File: config.mk
export PLATFORM = sky130hd
export DESIGN_NAME = csr_access_ctrl
export DESIGN_NICKNAME = d
export VERILOG_FILES = /design/src/rtl/csr_access_ctrl_pkg.sv /design/src/rtl/csr_access_ctrl_rmw_alu.sv /design/src/rtl/csr_access_ctrl.sv
export SDC_FILE = /design/constraint.sdc
export NUM_CORES = 1
export LEC_CHECK = 0
export CAP_MARGIN = 20
export CORE_ASPECT_RATIO = 0.5
export CORE_UTILIZATION = 50
export DETAILED_ROUTE_END_ITERATION = 8
export MAX_ROUTING_LAYER = met4
export PLACE_DENSITY = 0.95
export SYNTH_ARGS = -nofsm -noshare
export SYNTH_HDL_FRONTEND = slang
export SYNTH_SLANG_ARGS = --single-unit
File: constraint.sdc
create_clock -name clk -period 3.15 [get_ports clk]
set_input_delay 0.63 -clock clk [delete_from_list [all_inputs] [get_ports clk]]
set_output_delay 0.63 -clock clk [all_outputs]
set_load 0.01 [all_outputs]
File: src/rtl/csr_access_ctrl_pkg.sv
// Shared types and constants for the machine CSR access sequencer.
package csr_access_ctrl_pkg;

  typedef enum logic [1:0] {
    CSR_FUNC_RW = 2'd0,
    CSR_FUNC_RS = 2'd1,
    CSR_FUNC_RC = 2'd2
  } csr_write_func;

  typedef enum logic {
    CSR_SEL_RS1  = 1'b0,
    CSR_SEL_UIMM = 1'b1
  } csr_input_sel;

  typedef struct packed {
    logic          read_enable;
    logic          write_enable;
    csr_input_sel  input_select;
    csr_write_func write_func;
  } csr_params;

  typedef enum logic [2:0] {
    CSR_ST_IDLE       = 3'd0,
    CSR_ST_READ       = 3'd1,
    CSR_ST_WRITE      = 3'd2,
    CSR_ST_RESP       = 3'd3,
    CSR_ST_TRAP_EPC   = 3'd4,
    CSR_ST_TRAP_CAUSE = 3'd5
`ifdef CSR_TRAP_TVAL_EN
    ,
    CSR_ST_TRAP_TVAL  = 3'd6
`endif
  } csr_ctrl_state;

  localparam logic [11:0] CSR_ADDR_MEPC   = 12'h341;
  localparam logic [11:0] CSR_ADDR_MCAUSE = 12'h342;
  localparam logic [11:0] CSR_ADDR_MTVAL  = 12'h343;

  // Set/clear need the old value even when the instruction discards it.
  function automatic logic csr_needs_read(input csr_params p);
    return p.read_enable ||
           (p.write_func == CSR_FUNC_RS) ||
           (p.write_func == CSR_FUNC_RC);
  endfunction

endpackage

File: src/rtl/csr_access_ctrl_rmw_alu.sv
// Combinational read-modify-write datapath for CSRRW/CSRRS/CSRRC.
module csr_rmw_alu
  import csr_access_ctrl_pkg::*;
#(
  parameter int XLEN = 32
) (
  input  logic [XLEN-1:0] old,
  input  logic [XLEN-1:0] operand,
  input  csr_write_func   write_func,
  output logic [XLEN-1:0] new_value
);

  // Select the new CSR value from the write function.
  always_comb begin
    new_value = operand;
    case (write_func)
      CSR_FUNC_RW: new_value = operand;
      CSR_FUNC_RS: new_value = old | operand;
      CSR_FUNC_RC: new_value = old & ~operand;
      default:     new_value = operand;
    endcase
  end

endmodule

File: src/rtl/csr_access_ctrl.sv
// Sole master of the machine CSR file port: sequences CSR instructions as
// fixed-latency read-modify-write and writes mepc/mcause(/mtval) on trap entry.
// Optional feature macro: CSR_TRAP_TVAL_EN (adds the mtval write on traps).
module csr_access_ctrl
  import csr_access_ctrl_pkg::*;
#(
  parameter int XLEN       = 32,
  parameter int CSR_ADDR_W = 12
) (
  input  logic                  clk,
  input  logic                  reset_n,
  input  logic                  instr_valid,
  output logic                  instr_ready,
  input  csr_params             instr_params,
  input  logic [CSR_ADDR_W-1:0] instr_addr,
  input  logic [XLEN-1:0]       instr_rs1,
  input  logic [4:0]            instr_uimm,
  output logic                  rsp_valid,
  output logic [XLEN-1:0]       rsp_rdata,
  output logic                  rsp_illegal,
  input  logic                  trap_valid,
  output logic                  trap_ready,
  input  logic [XLEN-1:0]       trap_pc,
  input  logic [XLEN-1:0]       trap_cause,
  input  logic [XLEN-1:0]       trap_tval,
  output logic                  trap_done,
  output logic [CSR_ADDR_W-1:0] csr_addr,
  output logic                  csr_rd_en,
  input  logic [XLEN-1:0]       csr_rdata,
  input  logic                  csr_rd_illegal,
  output logic                  csr_wr_en,
  output logic [XLEN-1:0]       csr_wdata
);

  csr_ctrl_state         state_q, state_d;
  csr_params             params_q;
  logic [CSR_ADDR_W-1:0] addr_q;
  logic [XLEN-1:0]       rs1_q;
  logic [4:0]            uimm_q;
  logic [XLEN-1:0]       pc_q;
  logic [XLEN-1:0]       cause_q;
`ifdef CSR_TRAP_TVAL_EN
  logic [XLEN-1:0]       tval_q;
`else
  logic                  unused_tval;
  assign unused_tval = ^trap_tval;
`endif
  logic [XLEN-1:0]       old_q;
  logic                  illegal_q;
  logic                  trap_done_q;

  logic                  instr_fire;
  logic                  trap_fire;
  logic                  rd_issue;
  logic                  ro_violation;
  logic                  write_illegal;
  logic [XLEN-1:0]       operand;
  logic [XLEN-1:0]       new_value;
  logic                  last_trap_state;

  // Ready is forced low while reset is held, independent of the state register.
  assign trap_ready  = reset_n & (state_q == CSR_ST_IDLE);
  assign instr_ready = reset_n & (state_q == CSR_ST_IDLE) & ~trap_valid;
  assign trap_fire   = trap_valid & trap_ready;
  assign instr_fire  = instr_valid & instr_ready;

  assign rd_issue      = csr_needs_read(params_q);
  assign ro_violation  = params_q.write_enable && (addr_q[CSR_ADDR_W-1 -: 2] == 2'b11);
  assign write_illegal = illegal_q | ro_violation;
  assign operand       = (params_q.input_select == CSR_SEL_UIMM) ? XLEN'(uimm_q) : rs1_q;

`ifdef CSR_TRAP_TVAL_EN
  assign last_trap_state = (state_q == CSR_ST_TRAP_TVAL);
`else
  assign last_trap_state = (state_q == CSR_ST_TRAP_CAUSE);
`endif

  csr_rmw_alu #(
    .XLEN (XLEN)
  ) u_rmw_alu (
    .old        (old_q),
    .operand    (operand),
    .write_func (params_q.write_func),
    .new_value  (new_value)
  );

  // Next-state sequencing; trap has priority in IDLE, sequences never preempt.
  always_comb begin
    state_d = state_q;
    case (state_q)
      CSR_ST_IDLE: begin
        if (trap_fire) begin
          state_d = CSR_ST_TRAP_EPC;
        end else if (instr_fire) begin
          state_d = CSR_ST_READ;
        end
      end
      CSR_ST_READ:       state_d = CSR_ST_WRITE;
      CSR_ST_WRITE:      state_d = CSR_ST_RESP;
      CSR_ST_RESP:       state_d = CSR_ST_IDLE;
      CSR_ST_TRAP_EPC:   state_d = CSR_ST_TRAP_CAUSE;
`ifdef CSR_TRAP_TVAL_EN
      CSR_ST_TRAP_CAUSE: state_d = CSR_ST_TRAP_TVAL;
      CSR_ST_TRAP_TVAL:  state_d = CSR_ST_IDLE;
`else
      CSR_ST_TRAP_CAUSE: state_d = CSR_ST_IDLE;
`endif
      default:           state_d = CSR_ST_IDLE;
    endcase
  end

  // State register and the trap-completion pulse.
  always_ff @(posedge clk or negedge reset_n) begin
    if (!reset_n) begin
      state_q     <= CSR_ST_IDLE;
      trap_done_q <= 1'b0;
    end else begin
      state_q     <= state_d;
      trap_done_q <= last_trap_state;
    end
  end

  // Capture request payloads at the accepting handshake.
  always_ff @(posedge clk or negedge reset_n) begin
    if (!reset_n) begin
      params_q <= '0;
      addr_q   <= '0;
      rs1_q    <= '0;
      uimm_q   <= '0;
      pc_q     <= '0;
      cause_q  <= '0;
`ifdef CSR_TRAP_TVAL_EN
      tval_q   <= '0;
`endif
    end else begin
      if (instr_fire) begin
        params_q <= instr_params;
        addr_q   <= instr_addr;
        rs1_q    <= instr_rs1;
        uimm_q   <= instr_uimm;
      end
      if (trap_fire) begin
        pc_q    <= trap_pc;
        cause_q <= trap_cause;
`ifdef CSR_TRAP_TVAL_EN
        tval_q  <= trap_tval;
`endif
      end
    end
  end

  // Old value and illegal flag: sampled in READ, read-only check folded in WRITE.
  always_ff @(posedge clk or negedge reset_n) begin
    if (!reset_n) begin
      old_q     <= '0;
      illegal_q <= 1'b0;
    end else begin
      if (state_q == CSR_ST_READ) begin
        old_q     <= rd_issue ? csr_rdata : '0;
        illegal_q <= rd_issue ? csr_rd_illegal : 1'b0;
      end else if (state_q == CSR_ST_WRITE) begin
        illegal_q <= write_illegal;
      end
    end
  end

  // Drive the CSR file port and response outputs from the current state.
  always_comb begin
    csr_addr    = '0;
    csr_rd_en   = 1'b0;
    csr_wr_en   = 1'b0;
    csr_wdata   = '0;
    rsp_valid   = 1'b0;
    rsp_rdata   = '0;
    rsp_illegal = 1'b0;
    case (state_q)
      CSR_ST_READ: begin
        csr_addr  = addr_q;
        csr_rd_en = rd_issue;
      end
      CSR_ST_WRITE: begin
        csr_addr  = addr_q;
        csr_wr_en = params_q.write_enable & ~write_illegal;
        csr_wdata = new_value;
      end
      CSR_ST_RESP: begin
        rsp_valid   = 1'b1;
        rsp_rdata   = illegal_q ? '0 : old_q;
        rsp_illegal = illegal_q;
      end
      CSR_ST_TRAP_EPC: begin
        csr_addr  = CSR_ADDR_W'(CSR_ADDR_MEPC);
        csr_wr_en = 1'b1;
        csr_wdata = pc_q & ~XLEN'(3);
      end
      CSR_ST_TRAP_CAUSE: begin
        csr_addr  = CSR_ADDR_W'(CSR_ADDR_MCAUSE);
        csr_wr_en = 1'b1;
        csr_wdata = cause_q;
      end
`ifdef CSR_TRAP_TVAL_EN
      CSR_ST_TRAP_TVAL: begin
        csr_addr  = CSR_ADDR_W'(CSR_ADDR_MTVAL);
        csr_wr_en = 1'b1;
        csr_wdata = tval_q;
      end
`endif
      default: ;
    endcase
  end

  assign trap_done = trap_done_q;

endmodule

==> results.md <==
- After floorplanning, the core was sized to cover between 10000 and 15000 µm².
- The filler cell count is 890.
- The switching power share of the total is a little over a third.
- The reg-to-reg endpoint is cause_q[22]$_DFFE_PN0P_.
- The netlist area before placement is approximately 7900 µm².
- In this run the tool buffered the top-level ports with ~240 buffer cells.
- The largest net degree at the start of global routing is roughly 150.
- After synthesis the netlist holds a flip-flop and latch count of approximately 150.
- The internal power consumption is ~7 mW.
- The net count of the finished layout is 1039.
- For this design the static power due to leakage is 5.09 nW.
- The wire-length estimate of the detail-placed layout is 15600 µm.
- Timing would allow up to 321 MHz.
- CTS built an H-tree with a depth of 4.
- The growth of design area from synthesis to finish is 40.3%.
- The later-pin clock latency in the skew report is 420 ps.
- The final max-slew violation count was 0.
- The required time reported for the critical path endpoint is 2520 ps.
- The routed via count is 6163.
- The first global-routing pass estimated 36000 µm of wire.
- The final-report hold violation count was 0.
- The worst-path cell with the longest stage delay is sky130_fd_sc_hd__clkdlybuf4s50_1.
- After detailed routing, the total wire length is around 24000 µm.
- The clock network fraction of design power is 19.4%.
- The synthesized netlist devotes under 10% of its cell area to simple gates.
- The critical path runs through a total of 7 cells.
- The post-synthesis share of cell area spent on xor and xnor gates is 0.111%.
- Cells fill 74.1% of the core in the end.
- Global routing finished with a remaining overflow of 0.
- The die width is between 150 and 200 µm.
- The flow ran to the end, and the final reports show no timing, DRC or antenna violations.
- Setup repair after global routing could not meet its margin everywhere.
- Sequential cells burn 32.2% of the power.
- The maximum clock path buffer count is 2.
- The global placer's final weighted congestion is 0.827.
- Summed over all nets, the switching power comes to a little over 4 mW.
- The worst path buffer plus inverter count is 3.
- Total power for the finished layout comes to 11.2 mW.
- The count of hold-fix buffers inserted at cts is 0.
- The setup slack on the worst flop-to-flop path is about 910 ps.
- The number of antenna diodes in the final layout is 0.
- The number of instances in the synthesized netlist is 621.
- The synthesized-area fraction occupied by ao, oa, aoi and oai cells is 13.2%.
- The count of TritonRoute iterations in the first routing pass is 7.
- The via count of the first global-routing pass is 6524.
- For the pin with the worst max-slew slack, the measured transition is 840 ps.
- The share of final-layout standard cells stronger than drive strength 1 is between 20% and 30%.
- The global-route total usage across every layer is 30.0%.
- The hold slack is 350 ps.
- The maximum single-stage delay on the critical path is 580 ps.
- The floorplan has 31 rows.
- The worst hold-check path type is in2async.
- TritonCTS built the clock tree.
- The kind of end point of the critical path is an output port.
- The kind of start point of the critical path is a flip-flop.
- The signal arrival time at the worst endpoint is around 2500 ps.
- When the netlist entered floorplanning its net count stood at 810.
- The number of antenna violations at the first check in global routing is 0.
- The top cell types in the final layout, fill and taps aside, are sky130_fd_sc_hd__clkdlybuf4s50_1, sky130_fd_sc_hd__dfrtp_1, sky130_fd_sc_hd__mux2_2.
- After layout, the worst path uses a little over nine tenths of the clock period.
- Summing all non-filler instances in the final layout gives an area of 11000 µm².
- The kind of critical path is reg2out.
- The remaining max-slew budget at the tightest pin is around 44%.
- Clock-pin slew was measured on the worst setup and hold paths at 70 ps.
- In the final routed layout, each cell accounts on average for between 20 and 25 µm.
- The initial core utilization is 52.8%.
- The die covers 16300 µm².
- The TritonCTS sink count is 153.
- The worst register-to-register path begins at state_q[0]$_DFFE_PN0P_.
- The critical path starts at params_q[0]$_DFFE_PN0P_.
- The I/O pin count is 270.
- Setup violations remaining at the end of the flow were counted as 0.
- The detailed router finished its first iteration with ~340 violations.
- The remaining antenna violation count is 0.
- The multiplexer fraction of the synthesized cell area is 23.6%.
- The main combinational cell family by area after synthesis is multiplexers.
- Power spread over the standard cell area amounts to 1010 nW/µm².
- The post-detailed-route via-to-cell ratio is 5.81.
- The cell class contributing the biggest share of worst-path delay is buffers and inverters.
- The die is 90.7 µm tall.
- The share of total power in combinational logic is 48.4%.
- The clock buffer count from CTS is 17.
- The post-layout minimum cycle time is 3120 ps.
- Counting cells, the worst reg-to-reg path comes to 5.
- Along the worst path, the maximum fanout reaches 21.
- The share of synthesized cell area in full adder, half adder and majority cells is 0.318%.
- The signal on the critical path passes through inv_1 > ha_1 > or2_1 > buf_8 > o21ba_2 > o22ai_1 > clkdlybuf4s50_1.
- The critical path endpoint is csr_wdata[14].
- The most common library cell in the layout ignoring fill and taps is sky130_fd_sc_hd__clkdlybuf4s50_1.
- The final setup skew is 14.0 ps.
- For this run, the number of Yosys warnings is 0.
- The worst supply voltage drop on vdd is 0.695 mV.
- The per-instance average area after synthesis is 12.7 µm².
- The number of distinct standard cells referenced by the synthesized netlist is 35.
- The sequential element share of the synthesized area is 48.7%.
- Once placement finished, the instance area stood at 10400 µm².
- The post-detailed-route DRC marker count is 0.
- The number of maximum-capacitance constraint violations is 0.
- The buffer cell driving the clock tree root is sky130_fd_sc_hd__clkbuf_16.
-- power by group through the flow --
| stage | combinational, mW | clock (mW) | sequential, mW |
|---|---|---|---|
| after global placement | 5.14 | 0 | 3.47 |
| after CTS | 5.36 | 2.17 | 3.57 |
| after detailed placement | 5.32 | 0 | 3.56 |
| final | 5.41 | 2.17 | 3.59 |
| after floorplan | 3.57 | 0 | 3.30 |
| after global routing | 5.73 | 2.27 | 3.68 |
-- layout make-up --
| cell class | instances | area (µm²) | share of cell area (%) |
|---|---|---|---|
| sequential | 153 | 3830 | 34.7 |
| tap | 198 | 248 | 2.25 |
| timing repair buffer | 258 | 2610 | 23.6 |
| clock inverter | 14 | 183 | 1.66 |
| inverter | 8 | 30.0 | 0.272 |
| multi-input combinational | 412 | 3700 | 33.6 |
| clock buffer | 18 | 429 | 3.89 |
-- layer usage --
metal,vias to the layer above,GRT usage [%],part of all wire (%)
met4,0,12.6,3.1
met3,51,4.97,4.5
met5,-,-,0
li1,2679,-,-
met2,248,48.0,50
met1,3185,37.7,42
-- synthesized netlist by cell type, drive strengths merged --
cell type	n	area [µm²]
nand2	7	28.8
nor3b	1	18.8
or2	1	6.26
clkbuf	20	75.1
a21oi	17	85.1
or3b	1	8.76
ha	2	25.0
a21bo	16	160
mux2i	33	330
and2	41	257
inv	8	30.0
a41o	1	10.0
nor4b	1	23.8
a21o	9	67.6
nor3	2	10.0
o21ba	11	110
o22ai	27	169
a22o	33	289
xnor2	1	8.76
nor2b	26	163
nand2b	33	206
nand4b	1	8.76
o21ai	19	95.1
mux2	119	1520
a32o	5	50.1
nor2	4	31.3
buf	28	235
dfrtp	153	3830
nand3b	1	7.51
-- flip-flops by register name (all words and copies together) (netlist names) --
| signal | flops |
|---|---|
| params_q | 5 |
| pc_q | 30 |
| addr_q | 12 |
| uimm_q | 5 |
| cause_q | 32 |
| rs1_q | 32 |
| illegal_q | 1 |
| state_q | 3 |
| trap_done | 1 |
| old_q | 32 |
-- how the worst min path moves through the flow --
stage	from	slack, ps	cells past startpoint	end
floorplan	reset_n	330	0	addr_q[0]$_DFFE_PN0P_
global placement	rs1_q[6]$_DFFE_PN0P_	480	1	rs1_q[6]$_DFFE_PN0P_
detailed placement	rs1_q[5]$_DFFE_PN0P_	490	1	rs1_q[5]$_DFFE_PN0P_
CTS	reset_n	430	2	old_q[8]$_DFFE_PN0P_
global route	reset_n	420	2	old_q[10]$_DFFE_PN0P_
finish	reset_n	350	2	old_q[8]$_DFFE_PN0P_
-- stage by stage --
step	TNS [ps]	worst slack, ps	instances
5_1_grt	-143	-49.5	1061
2_1_floorplan	0	864	621
6_report	0	33.9	1061
3_3_place_gp	0	439	1029
4_1_cts	0	1.32	1061
3_5_place_dp	0	405	1029
-- repair_timing --
action                                  in CTS  in global routing
endpoints found under the setup margin      21                 19
resized for setup                           17                 16
setup buffers                                0                  0
-- worst register-to-register path, cell delays in order (launching register included) --
cell                      delay (ps)
sky130_fd_sc_hd__dfrtp_2         480
sky130_fd_sc_hd__buf_6           200
sky130_fd_sc_hd__nor4b_4         380
sky130_fd_sc_hd__nand2_2         410
sky130_fd_sc_hd__buf_12          330
sky130_fd_sc_hd__mux2_2          310
-- cell families (layout without fill, tap and decap cells) --
logic type	Yosys count	count (layout)
flops	153	153
mux	152	152
compound gates	138	138
simple gates	119	119
buf+inv	56	298
fa+ha+maj	2	2
xor+xnor	1	1
Power figures use the tool's default switching activity.
